### config.mk
export PLATFORM = sky130hd
export DESIGN_NAME = prog_loader
export DESIGN_NICKNAME = d
export VERILOG_FILES = /design/src/rtl/prog_loader.sv
export SDC_FILE = /design/constraint.sdc
export NUM_CORES = 1
export LEC_CHECK = 0
export CORE_MARGIN = 2
export CORE_UTILIZATION = 35
export DETAILED_ROUTE_END_ITERATION = 16
export GPL_TIMING_DRIVEN = 0
export SETUP_SLACK_MARGIN = 0.4
export SLEW_MARGIN = 25
export SYNTH_ARGS = -nofsm -noshare
export SYNTH_HDL_FRONTEND = slang
export SYNTH_SLANG_ARGS = --single-unit
### constraint.sdc
create_clock -name clk -period 4.2 [get_ports clk]
set_clock_uncertainty 0.1 [all_clocks]
set_input_delay 0.42 -clock clk [delete_from_list [all_inputs] [get_ports clk]]
set_output_delay 0.42 -clock clk [all_outputs]
set_load 0.01 [all_outputs]
### src/rtl/prog_loader.sv
// prog_loader: boot-time program loader and run supervisor.
// Accepts a length-prefixed, XOR-checksummed byte stream, writes it into
// program memory, releases the processor from reset and watches the run
// until the processor halts or the watchdog expires.
//
// state   | meaning
// --------+-----------------------------------------------------------
// IDLE    | after reset; waiting for start_i
// LEN     | waiting for the length byte
// DATA    | accepting program bytes, one memory write per byte
// CSUM    | waiting for the checksum byte
// RELEASE | holding processor reset for RST_CYCLES cycles
// RUN     | processor running; run cycles counted, watchdog armed
// HALTED  | processor halted; done_o asserted
// ERROR   | bad length, checksum mismatch or timeout; err_o asserted
module prog_loader #(
    parameter int AWIDTH     = 5,
    parameter int DWIDTH     = 8,
    parameter int RST_CYCLES = 2,
    parameter int TIMEOUT    = 1000,
    parameter int CWIDTH     = 16
) (
    input  logic              clk,
    input  logic              rst,
    input  logic              start_i,
    input  logic [DWIDTH-1:0] load_data_i,
    input  logic              load_valid_i,
    output logic              load_ready_o,
    output logic              mem_we_o,
    output logic [AWIDTH-1:0] mem_addr_o,
    output logic [DWIDTH-1:0] mem_wdata_o,
    output logic              mem_own_o,
    output logic              cpu_rst_o,
    input  logic              cpu_halt_i,
    output logic              busy_o,
    output logic              done_o,
    output logic              err_o,
    output logic [1:0]        err_code_o,
    output logic [CWIDTH-1:0] run_cycles_o
);

    typedef enum logic [2:0] {
        S_IDLE, S_LEN, S_DATA, S_CSUM, S_RELEASE, S_RUN, S_HALTED, S_ERROR
    } state_t;

    localparam int RWIDTH = $clog2(RST_CYCLES + 1);
    localparam logic [DWIDTH:0] MAX_LEN = (DWIDTH+1)'(2**AWIDTH);

    state_t              state_q, state_d;
    logic [AWIDTH-1:0]   addr_q, addr_d;
    logic [AWIDTH:0]     count_q, count_d;
    logic [DWIDTH-1:0]   csum_q, csum_d;
    logic [RWIDTH-1:0]   rel_q, rel_d;
    logic [CWIDTH-1:0]   run_q, run_d;
    logic [1:0]          code_q, code_d;
    logic                we_q, we_d;
    logic [AWIDTH-1:0]   waddr_q, waddr_d;
    logic [DWIDTH-1:0]   wdata_q, wdata_d;
    logic                accept;

    assign load_ready_o = (state_q == S_LEN) || (state_q == S_DATA) || (state_q == S_CSUM);
    assign accept       = load_valid_i && load_ready_o;
    assign busy_o       = load_ready_o || (state_q == S_RELEASE);
    assign done_o       = (state_q == S_HALTED);
    assign err_o        = (state_q == S_ERROR);
    // Processor owns memory and runs only in RUN and HALTED.
    assign cpu_rst_o    = !((state_q == S_RUN) || (state_q == S_HALTED));
    assign mem_own_o    = cpu_rst_o;
    assign err_code_o   = code_q;
    assign run_cycles_o = run_q;
    assign mem_we_o     = we_q;
    assign mem_addr_o   = waddr_q;
    assign mem_wdata_o  = wdata_q;

    // State register and datapath flops.
    always_ff @(posedge clk or negedge rst) begin
        if (!rst) begin
            state_q <= S_IDLE;
            addr_q  <= '0;
            count_q <= '0;
            csum_q  <= '0;
            rel_q   <= '0;
            run_q   <= '0;
            code_q  <= 2'b00;
            we_q    <= 1'b0;
            waddr_q <= '0;
            wdata_q <= '0;
        end else begin
            state_q <= state_d;
            addr_q  <= addr_d;
            count_q <= count_d;
            csum_q  <= csum_d;
            rel_q   <= rel_d;
            run_q   <= run_d;
            code_q  <= code_d;
            we_q    <= we_d;
            waddr_q <= waddr_d;
            wdata_q <= wdata_d;
        end
    end

    // Next-state, stream handling, release timer and watchdog.
    always_comb begin
        state_d = state_q;
        addr_d  = addr_q;
        count_d = count_q;
        csum_d  = csum_q;
        rel_d   = rel_q;
        run_d   = run_q;
        code_d  = code_q;
        we_d    = 1'b0;
        waddr_d = waddr_q;
        wdata_d = wdata_q;
        case (state_q)
            S_IDLE, S_HALTED, S_ERROR: begin
                if (start_i) begin
                    state_d = S_LEN;
                    run_d   = '0;
                    code_d  = 2'b00;
                end
            end
            S_LEN: begin
                if (accept) begin
                    if ((load_data_i == '0) || ({1'b0, load_data_i} > MAX_LEN)) begin
                        state_d = S_ERROR;
                        code_d  = 2'b01;
                    end else begin
                        count_d = load_data_i[AWIDTH:0];
                        addr_d  = '0;
                        csum_d  = '0;
                        state_d = S_DATA;
                    end
                end
            end
            S_DATA: begin
                if (accept) begin
                    we_d    = 1'b1;
                    waddr_d = addr_q;
                    wdata_d = load_data_i;
                    addr_d  = addr_q + 1'b1;
                    csum_d  = csum_q ^ load_data_i;
                    count_d = count_q - 1'b1;
                    if (count_q == (AWIDTH+1)'(1)) state_d = S_CSUM;
                end
            end
            S_CSUM: begin
                if (accept) begin
                    if (load_data_i == csum_q) begin
                        state_d = S_RELEASE;
                        rel_d   = RWIDTH'(RST_CYCLES - 1);
                    end else begin
                        state_d = S_ERROR;
                        code_d  = 2'b10;
                    end
                end
            end
            S_RELEASE: begin
                if (rel_q == '0) state_d = S_RUN;
                else             rel_d   = rel_q - 1'b1;
            end
            S_RUN: begin
                // Halt takes priority over a coincident timeout.
                if (cpu_halt_i) begin
                    state_d = S_HALTED;
                end else begin
                    run_d = run_q + 1'b1;
                    if (run_d == CWIDTH'(TIMEOUT)) begin
                        state_d = S_ERROR;
                        code_d  = 2'b11;
                    end
                end
            end
            default: state_d = S_IDLE;
        endcase
    end

endmodule
### After elaboration in Yosys (flattened, before gate mapping)

Index checks and enable logic that the tools add are counted.

* output and inout port bits: 38
* bits in registers: 56
* word-level logic and storage cells: 101
* input bits: 13

* equality and inequality tests: 24
* bitwise logic cells: 1
* muxes and demuxes: 40
* reduce and logical (&&, ||, !) cells: 21
* $add $sub $neg: 4
* order comparisons: 1

Operators by type and width (count)
* $mux 16: 2
* $pmux 16 s2: 1
* $mux 3: 9
* $mux 8: 3
* $mux 2: 11
* $mux 6: 3
* $pmux 3 s6: 1
* $add 16x1->16 const B: 1
* $eq 16x10->1 const B: 1
* $ne 2x2->1 const B: 8
* $pmux 8 s2: 1
* $mux 5: 3
* $eq 3x3->1 const B: 4
* $pmux 6 s2: 1
* $ne 2x1->1 const B: 5
* $pmux 5 s2: 1
* $eq 8x8->1: 1
* $gt 8x6->1 const B: 1
* $logic_not 8->1: 1
* $pmux 2 s4: 1
* $reduce_and 4->1: 2
* $reduce_and 8->1: 1
* $xor 8x8->8: 1
* $reduce_and 7->1: 1
* 19 further kinds: 27

### Logic depth before layout (Yosys ltp)

Gate-level depths: netlist of run 1.

* word-level depth: 6
* depth in mapped cells: 10
* mapped depth without buffers: 8

### Least setup slack after synthesis of run 1

Ideal clock, no wire load.

* kind: register -> register
* from: register run_q[0] (netlist: run_cycles_o[0])
* to: register state_q[0]
* path slack: 1.611 ns
* setup time: 0.128 ns
* cell stages (with the launch flop): 9
* arrival: 2.361 ns
* path buffers: 0
* required time: 3.972 ns
* cells stage by stage: dfrtp_1 > ha_1 > and3_1 > nand4_1 > and3_1 > o21ai_1 > nor4_4 > o31ai_2 > mux2_1

* longest elaborated chain between the ends: 4

Ends and longest elaborated chain
* start, declared: line 54 `logic [CWIDTH-1:0] run_q, run_d;`
* start signal, assigned: line 94 `run_q <= run_d;`
* $add 16x1->16: line 166 `run_d = run_q + 1'b1;`
* $eq 16x10->1: line 167 `if (run_d == CWIDTH'(TIMEOUT)) begin`
* $ne 3x2->1 (no source line)
* $reduce_and 7->1 (no source line)
* end signal, assigned: line 89 `state_q <= state_d;`
* end, declared: line 49 `state_t state_q, state_d;`

No other way between the ends.
A chain may end at the register's enable or synchronous reset.

### Final worst setup path of run 1

* from: register run_q[0] (netlist: run_cycles_o[0])
* to: register state_q[1]

The elaborated chain is that of the path after synthesis.

==> key figures, run 1 <==
Timing
  – Ratio of final minimum period to clock period: 0.710
  – RSZ-0062 raised after global routing: no
  – Max Clk Rate: 0.335 GHz
  – Setup violation total in the final timing report: 0
  – Max-slew violation total from the final report: 0
  – Headroom to the max-slew limit: 0.516
  – Worst-Margin Slew: 0.720 ns
  – Final period demand of the worst path: 2.98 ns
  – Final-report hold violation count: 0
  – Sum Neg Setup Slack: 0 ns

Cells and area
  – Fraction of layout instances using a drive strength above 1: 0.0595
  – Final Net Count: 474
  – Most common library cell in the layout ignoring fill and taps: nand2_1
  – Antenna diodes: 0
  – Commonest non-fill, non-tap cells in the layout: nand2_1 (68), o21ai_0 (61), dfrtp_1 (56), clkdlybuf4s50_1 (49), nor2_1 (46)
  – Sequential cell area in the final layout: 0.00140 mm2
  – Filler instances: 945
  – Number of standard cells in the final layout excluding fillers: 565
  – Area growth from synthesis to final layout: 24.0%
  – Multi-input gate area: 0.00173 mm2

Hold path
  – Origin of the worst min-delay path: mem_wdata_o[1]
  – Hold path depth: 2
  – Endpoint of the worst hold-timing path: mem_wdata_o[1]
  – Path category of the worst min-delay check: flip-flop to flip-flop

Global route
  – Wire length of the first global-routing pass: 14500 um
  – Pin count of the biggest net entering global routing: 37
  – Total overflow reported by the global router: 0
  – Aggregate global-route resource usage: 0.177
  – Number of global-route vias before repair: 2924
  – Antenna violations before repair: 0

Floorplanning
  – Initial Util: 0.357
  – Row Count: 35
  – Die height: 101 um
  – Horiz. Die Dim: 101 um
  – I/O Pins: 51
  – Floorplan die area: 0.0101 mm2
  – Core footprint: 0.00915 mm2

Routing
  – Detailed Route WL: 8490 um
  – Via Count: 3032
  – Number of search-and-repair iterations in the first detailed-routing pass: 7
  – Wirelength per Cell: 15.0 um
  – Via-to-Cell Ratio: 5.37
  – Count of nets left with antenna violations after detail routing: 0
  – Number of DRC markers in iteration 0: 240
  – DRC violation count after routing: 0

Critical path
  – CP startpoint kind: flip-flop
  – Number of cells on the worst reg-to-reg path: 8
  – Arrival time at the worst endpoint: 3.10 ns
  – Highest fanout seen on the critical path: 8
  – Critical path type: flip-flop to flip-flop
  – Critical path's largest stage delay: 0.52 ns
  – Critical-path top delay cell: dfrtp_1
  – Setup slack of the most critical reg-to-reg path: 1.22 ns
  – Family of cells with the greatest summed delay on the critical path: simple AND/OR/NAND/NOR gates
  – Number of buffer and inverter stages on the critical path: 0
  – CP Cell Sequence: ha_1 > and3_1 > nand4_1 > and3_1 > o21ai_1 > nor4_4 > o31ai_2 > mux2_1
  – Endpoint kind of the worst setup timing path: flip-flop
  – Crit path required time: 4.31 ns
  – Worst reg2reg path endpoint: state_q[1]
  – Top cell by count, worst path: and3_1
  – Source of the worst register-to-register timing path: run_cycles_o[0]

Power and ir drop
  – Comb pwr share: 0.462
  – Power density relative to cell area: 550 mW/mm2
  – Clock network fraction of design power: 0.170
  – Maximum vdd ir drop: 0.239 mV
  – Sequential share of power: 0.368
  – Leakage power: 1.70 nW
  – Design Power: 2.23 mW
  – Total net switching power: 905 uW
  – Switching part of the total: 0.406
  – Internal power consumption: 1.32 mW

Clocking
  – Inserted Clock Buffers: 5
  – Clk_lat worst skew: 0.32 ns
  – Number of H-tree levels: 2
  – Cts repair resizes: 0
  – Clk pin slew, worst setup/hold paths: 0.11 ns
  – CTS root buf: clkbuf_8
  – Total number of clock tree sinks: 56
  – TritonCTS clock tree: done
  – Buffers from clock root to sink, at most: 2

Yosys
  – Sequential share of the synthesized area: 0.429
  – Post-synth ARST share: 1.00
  – Area leader, netlist: dfrtp_1
  – Unique cell type count in the Yosys netlist: 52
  – Syn Inst Count: 394
  – Synth warnings: 0
  – Flip-flop and latch count after synthesis: 56
  – Syn Std Cell Area: 0.00326 mm2
  – Avg Synthesized Cell Area: 8.28 um2
  – Top cell type's share of synthesized area: 0.429
  – Number of flops mapped to enable cells by yosys: 0
  – Post-synthesis net count: 415
  – Leading post-synthesis cells by cell area: dfrtp_1 (43%), o21ai_0 (9.4%), nand2_1 (7.8%)
  – Ys flop type: dfrtp_1

Place
  – Number of port buffers: 50
  – HPWL after detailed placement: 6200 um
  – Instance count after placement with tap cells included: 556
  – Final weighted congestion in routability-driven placement: 0.896

Run
  – Max cap viols: 0

Outcome
  – Status: completed
power groups by stage:
stage	clock [mW]	sequential [mW]	combinational [mW]
floorplan	0	0.829	0.626
detailed placement	0	0.827	1.03
global route	0.407	0.841	1.16
global placement	0	0.825	1.01
CTS	0.393	0.819	1.03
finish	0.378	0.819	1.03
worst max path at each step:
stage,start,endpoint,slack [ns],cells after the start
after floorplan,run_cycles_o[0],state_q[0],1.61,8
after global placement,rst,run_cycles_o[4],0.69,1
after detailed placement,load_data_i[3],csum_q[1],0.91,8
after CTS,run_cycles_o[0],state_q[1],1.22,8
after global routing,load_data_i[3],csum_q[5],1.02,8
final,run_cycles_o[0],state_q[1],1.22,8
synthesized netlist by cell type (all sizes together), types with 5 or more instances:
master  instances
a21oi          15
a31oi           5
buf             7
clkbuf         14
dfrtp          56
ha              8
inv             9
nand2          68
nand3          11
nand4           8
nor2           46
nor3           12
nor4            6
o21ai          63
o31ai           5
xor2           11
registers in the layout (all words and copies together) (netlist names):
signal	flops
rel_q	2
mem_wdata_o	8
mem_addr_o	5
run_cycles_o	16
mem_we_o	1
addr_q	5
state_q	3
csum_q	8
err_code_o	2
count_q	6
stage by stage:
step	utilization	setup slack, ns	hold slack (ns)	cell area (um2)
2_1_floorplan	-	1.61	0.0244	3260
3_3_place_gp	0.426	0.691	0.365	3900
3_5_place_dp	0.428	0.912	0.229	3920
4_1_cts	0.442	1.22	0.399	4050
5_1_grt	0.442	1.02	0.411	4050
6_report	0.442	1.22	0.395	4050
cells by family (layout without fill, tap and decap cells):
kind of cell	count (synthesis)	in the layout	share of synthesized area
muxes	5	5	0.0165
adders and majority gates	8	8	0.0307
and+or+nand+nor	172	172	0.251
xor gates and xnor gates	14	14	0.0376
buffers and inverters	30	90	0.0399
DFF	56	56	0.429
AOI/OAI and AO/OA	109	109	0.195
tightest hold or removal path, cell delays in order (launching register included):
cell and delay (ns):
dfrtp_1 0.36, nand2_1 0.05, nand2_1 0.06
layer usage:
| metal | vias to the layer above | global-route usage | part of all wire |
|---|---|---|---|
| met5 | - | 0 | 0 |
| met4 | 0 | 0.0474 | 0.011 |
| met3 | 10 | 0.0270 | 0.041 |
| met2 | 60 | 0.283 | 0.47 |
| met1 | 1452 | 0.250 | 0.48 |
| li1 | 1510 | - | - |
repair_timing:
item                                   4_1_cts  5_1_grt
setup buffers                                0        0
endpoints found under the hold margin       20        0
hold buffers                                 1        0
layout make-up:
cell class | count | share of cell area
repair buffers | 52 | 0.131
flip-flops and latches | 56 | 0.346
inverters | 9 | 0.00835
well taps | 111 | 0.0343
multi-input cells | 308 | 0.428
plain buffers | 21 | 0.0238
clock inverters | 3 | 0.0114
clock buffers | 5 | 0.0170
No activity file was read; power rests on OpenSTA's default activity.
==> run 2: changes to the inputs <==
clock period = 2.4 ns   (was 4.2 ns; I/O delays follow)
==> key figures, run 2 (same netlist as run 1, synthesis figures left out) <==
Timing
  – RSZ-0062 raised after global routing: yes
  – Final period demand of the worst path: 2.63 ns (-0.351 ns)
  – Max-slew violation total from the final report: 0 (unchanged)
  – Hold_ws: 0.0476 ns (-0.347 ns)
  – Final-report hold violation count: 0 (unchanged)
  – Setup violation total in the final timing report: 5 (+5)
  – Ratio of final minimum period to clock period: 1.10 (+0.386)
  – Max Clk Rate: 0.380 GHz (+13%)
  – Crit path setup slack, layout: -0.231 ns (-1.45 ns)
  – Headroom to the max-slew limit: 0.646 (+0.131)
  – Worst-Margin Slew: 0.526 ns (-0.194 ns)

Cells and area
  – Number of flip-flops under the largest register name: 16 (unchanged)
  – Fraction of layout instances using a drive strength above 1: 0.306 (+0.247)
  – Final core utilization: 0.541 (+0.0995)
  – Area growth from synthesis to final layout: 51.9%
  – Number of standard cells in the final layout excluding fillers: 614 (+8.7%)
  – Commonest non-fill, non-tap cells in the layout: nand2_1 (66), dfrtp_1 (48), buf_4 (43), clkdlybuf4s50_1 (37), nor2_1 (33)
  – Total non-filler cell area in the finished layout: 0.00496 mm2 (+23%)
  – Final Net Count: 523 (+10%)
  – Antenna diodes: 0 (unchanged)
  – Most common library cell in the layout ignoring fill and taps: nand2_1

Floorplanning
  – I/O Pins: 51 (unchanged)
  – Floorplan die area: 0.0101 mm2 (unchanged)
  – Die height: 101 um (unchanged)
  – Row Count: 35 (unchanged)
  – Core footprint: 0.00915 mm2 (unchanged)
  – Horiz. Die Dim: 101 um (unchanged)
  – Initial Util: 0.357 (unchanged)

Critical path
  – Endpoint kind of the worst setup timing path: flip-flop
  – Highest fanout seen on the critical path: 5 (-3)
  – Number of cells on the worst reg-to-reg path: 8 (unchanged)
  – Setup slack of the most critical reg-to-reg path: -0.23 ns (-1.45 ns)
  – Number of buffer and inverter stages on the critical path: 0 (unchanged)
  – CP Cell Sequence: ha_4 > nand4_1 > a21oi_1 > nor3_1 > or4_4 > nor4_4 > o31ai_4 > mux2_4
  – Critical path type: flip-flop to flip-flop
  – Arrival time at the worst endpoint: 2.75 ns (-0.35 ns)
  – Crit path required time: 2.52 ns (-1.79 ns)
  – CP startpoint kind: flip-flop
  – Critical-path top delay cell: or4_4
  – Critical path's largest stage delay: 0.50 ns (-0.02 ns)
  – Source of the worst register-to-register timing path: run_cycles_o[0]
  – Family of cells with the greatest summed delay on the critical path: simple AND/OR/NAND/NOR gates
  – Worst reg2reg path endpoint: state_q[1]

Power and ir drop
  – Total net switching power: 1.95 mW (+120%)
  – Sequential share of power: 0.311 (-0.057)
  – Internal power consumption: 2.73 mW (+110%)
  – Clock network fraction of design power: 0.122 (-0.048)
  – Design Power: 4.67 mW (+110%)
  – Maximum vdd ir drop: 0.527 mV (+120%)
  – Power density relative to cell area: 943 mW/mm2 (+71%)
  – Comb pwr share: 0.567 (+0.105)
  – Leakage power: 2.15 nW (+27%)
  – Switching part of the total: 0.417 (+0.0106)

Clocking
  – Total number of clock tree sinks: 56 (unchanged)
  – Number of H-tree levels: 2 (unchanged)
  – CTS root buf: clkbuf_8
  – TritonCTS clock tree: done
  – Clk pin slew, worst setup/hold paths: 0.11 ns (about the same)
  – Inserted Clock Buffers: 5 (unchanged)
  – Buffers from clock root to sink, at most: 2 (unchanged)
  – Clk_lat worst skew: 0.33 ns (about the same)

Hold path
  – Path category of the worst min-delay check: input port to flip-flop
  – Origin of the worst min-delay path: load_data_i[3]
  – Hold path depth: 3 (+1)
  – Endpoint of the worst hold-timing path: mem_wdata_o[3]

Routing
  – Via Count: 3351 (+11%)
  – Count of nets left with antenna violations after detail routing: 0 (unchanged)
  – Via-to-Cell Ratio: 5.46 (+1.7%)
  – Number of DRC markers in iteration 0: 103 (-57%)
  – DRC violation count after routing: 0 (unchanged)
  – Detailed Route WL: 10100 um (+19%)
  – Wirelength per Cell: 16.5 um (+9.5%)
  – Number of search-and-repair iterations in the first detailed-routing pass: 5 (-2)

Place
  – HPWL after detailed placement: 5970 um (-3.7%)
  – Final weighted congestion in routability-driven placement: 0.870 (-2.9%)
  – Number of port buffers: 50 (unchanged)
  – Placement-stage cell area: 0.00399 mm2 (+1.8%)
  – Instance count after placement with tap cells included: 556 (unchanged)

Global route
  – Wire length of the first global-routing pass: 15200 um (+4.7%)
  – Total overflow reported by the global router: 0 (unchanged)
  – Antenna violations before repair: 0 (unchanged)
  – Pin count of the biggest net entering global routing: 45 (+22%)
  – Number of global-route vias before repair: 3086 (+5.5%)
  – Aggregate global-route resource usage: 0.186 (+0.00895)

Outcome
  – Status: finished, violations left
  – Violations in the final reports: setup timing

Run
  – Max cap viols: 0 (unchanged)
==> run 2: cell count changes in the layout (fill, tap and decap cells not counted), moves of 8 or more <==
cell             previous run  this run
nor2_1                     46        33
dfrtp_2                     0         8
clkdlybuf4s50_1            49        37
buf_4                       2        43
dfrtp_1                    56        48
o21ai_0                    61        25
buf_6                       1        22
clkbuf_1                   14         1
nor2_4                      0         9
o21ai_1                     2        32
==> run 2: worst max-delay path by stage <==
stage,startpoint,end,slack [ns],cells after the start
finish,run_cycles_o[0],state_q[1],-0.23,8
global route,run_cycles_o[0],state_q[1],-0.30,8
CTS,run_cycles_o[1],state_q[0],-0.08,7
detailed placement,load_data_i[3],err_code_o[0],-0.45,7
global placement,rst,run_cycles_o[1],-1.08,1
floorplan,run_cycles_o[13],state_q[0],-0.04,8
==> run 2: worst min-delay path, delay by kind of cell <==
family / cells / cell delay, ns
buffers and inverters: 1 / 0.09
AND/OR/NAND/NOR: 2 / 0.12
==> run 2: stage by stage <==
stage	setup slack (ns)	setup TNS, ns
final	-0.231	-0.943
after global placement	-1.08	-57.71
after CTS	-0.0771	-0.237
after floorplan	-0.0392	-0.0784
after global routing	-0.299	-1.37
after detailed placement	-0.453	-9.22
==> run 2: per-layer routing <==
metal  track usage  up-vias  share of wire
met5             0        -              0
met3        0.0277       23          0.037
met2         0.308       92           0.51
met1         0.251     1623           0.43
li1              -     1613              -
met4        0.0558        0          0.028
==> run 2: area by class of cell <==
type / instances / area, um2
Inverter: 9 / 37.5
Tap cell: 111 / 139
Timing Repair Buffer: 101 / 960
Clock inverter: 3 / 25.0
Sequential cell: 56 / 1410
Clock buffer: 5 / 68.8
Fill cell: 827 / 4200
Multi-Input combinational cell: 308 / 2120
Buffer: 21 / 199
==> run 2: power by group through the flow <==
stage | clock (mW) | combinational (mW) | sequential (mW)
2_1_floorplan | 0 | 1.10 | 1.46
3_3_place_gp | 0 | 1.77 | 1.45
3_5_place_dp | 0 | 1.80 | 1.46
4_1_cts | 0.586 | 2.07 | 1.44
5_1_grt | 0.619 | 2.89 | 1.49
6_report | 0.571 | 2.65 | 1.45
==> run 2: timing repair <==
| action | 4_1_cts | 5_1_grt |
|---|---|---|
| setup endpoints to repair | 61 | 59 |
| endpoints found under the hold margin | 56 | 0 |
| hold buffers | 1 | 0 |
| resized for setup | 62 | 144 |
| gates cloned | 1 | 2 |
| pin swaps | 12 | 14 |
| buffers inserted | 23 | 23 |
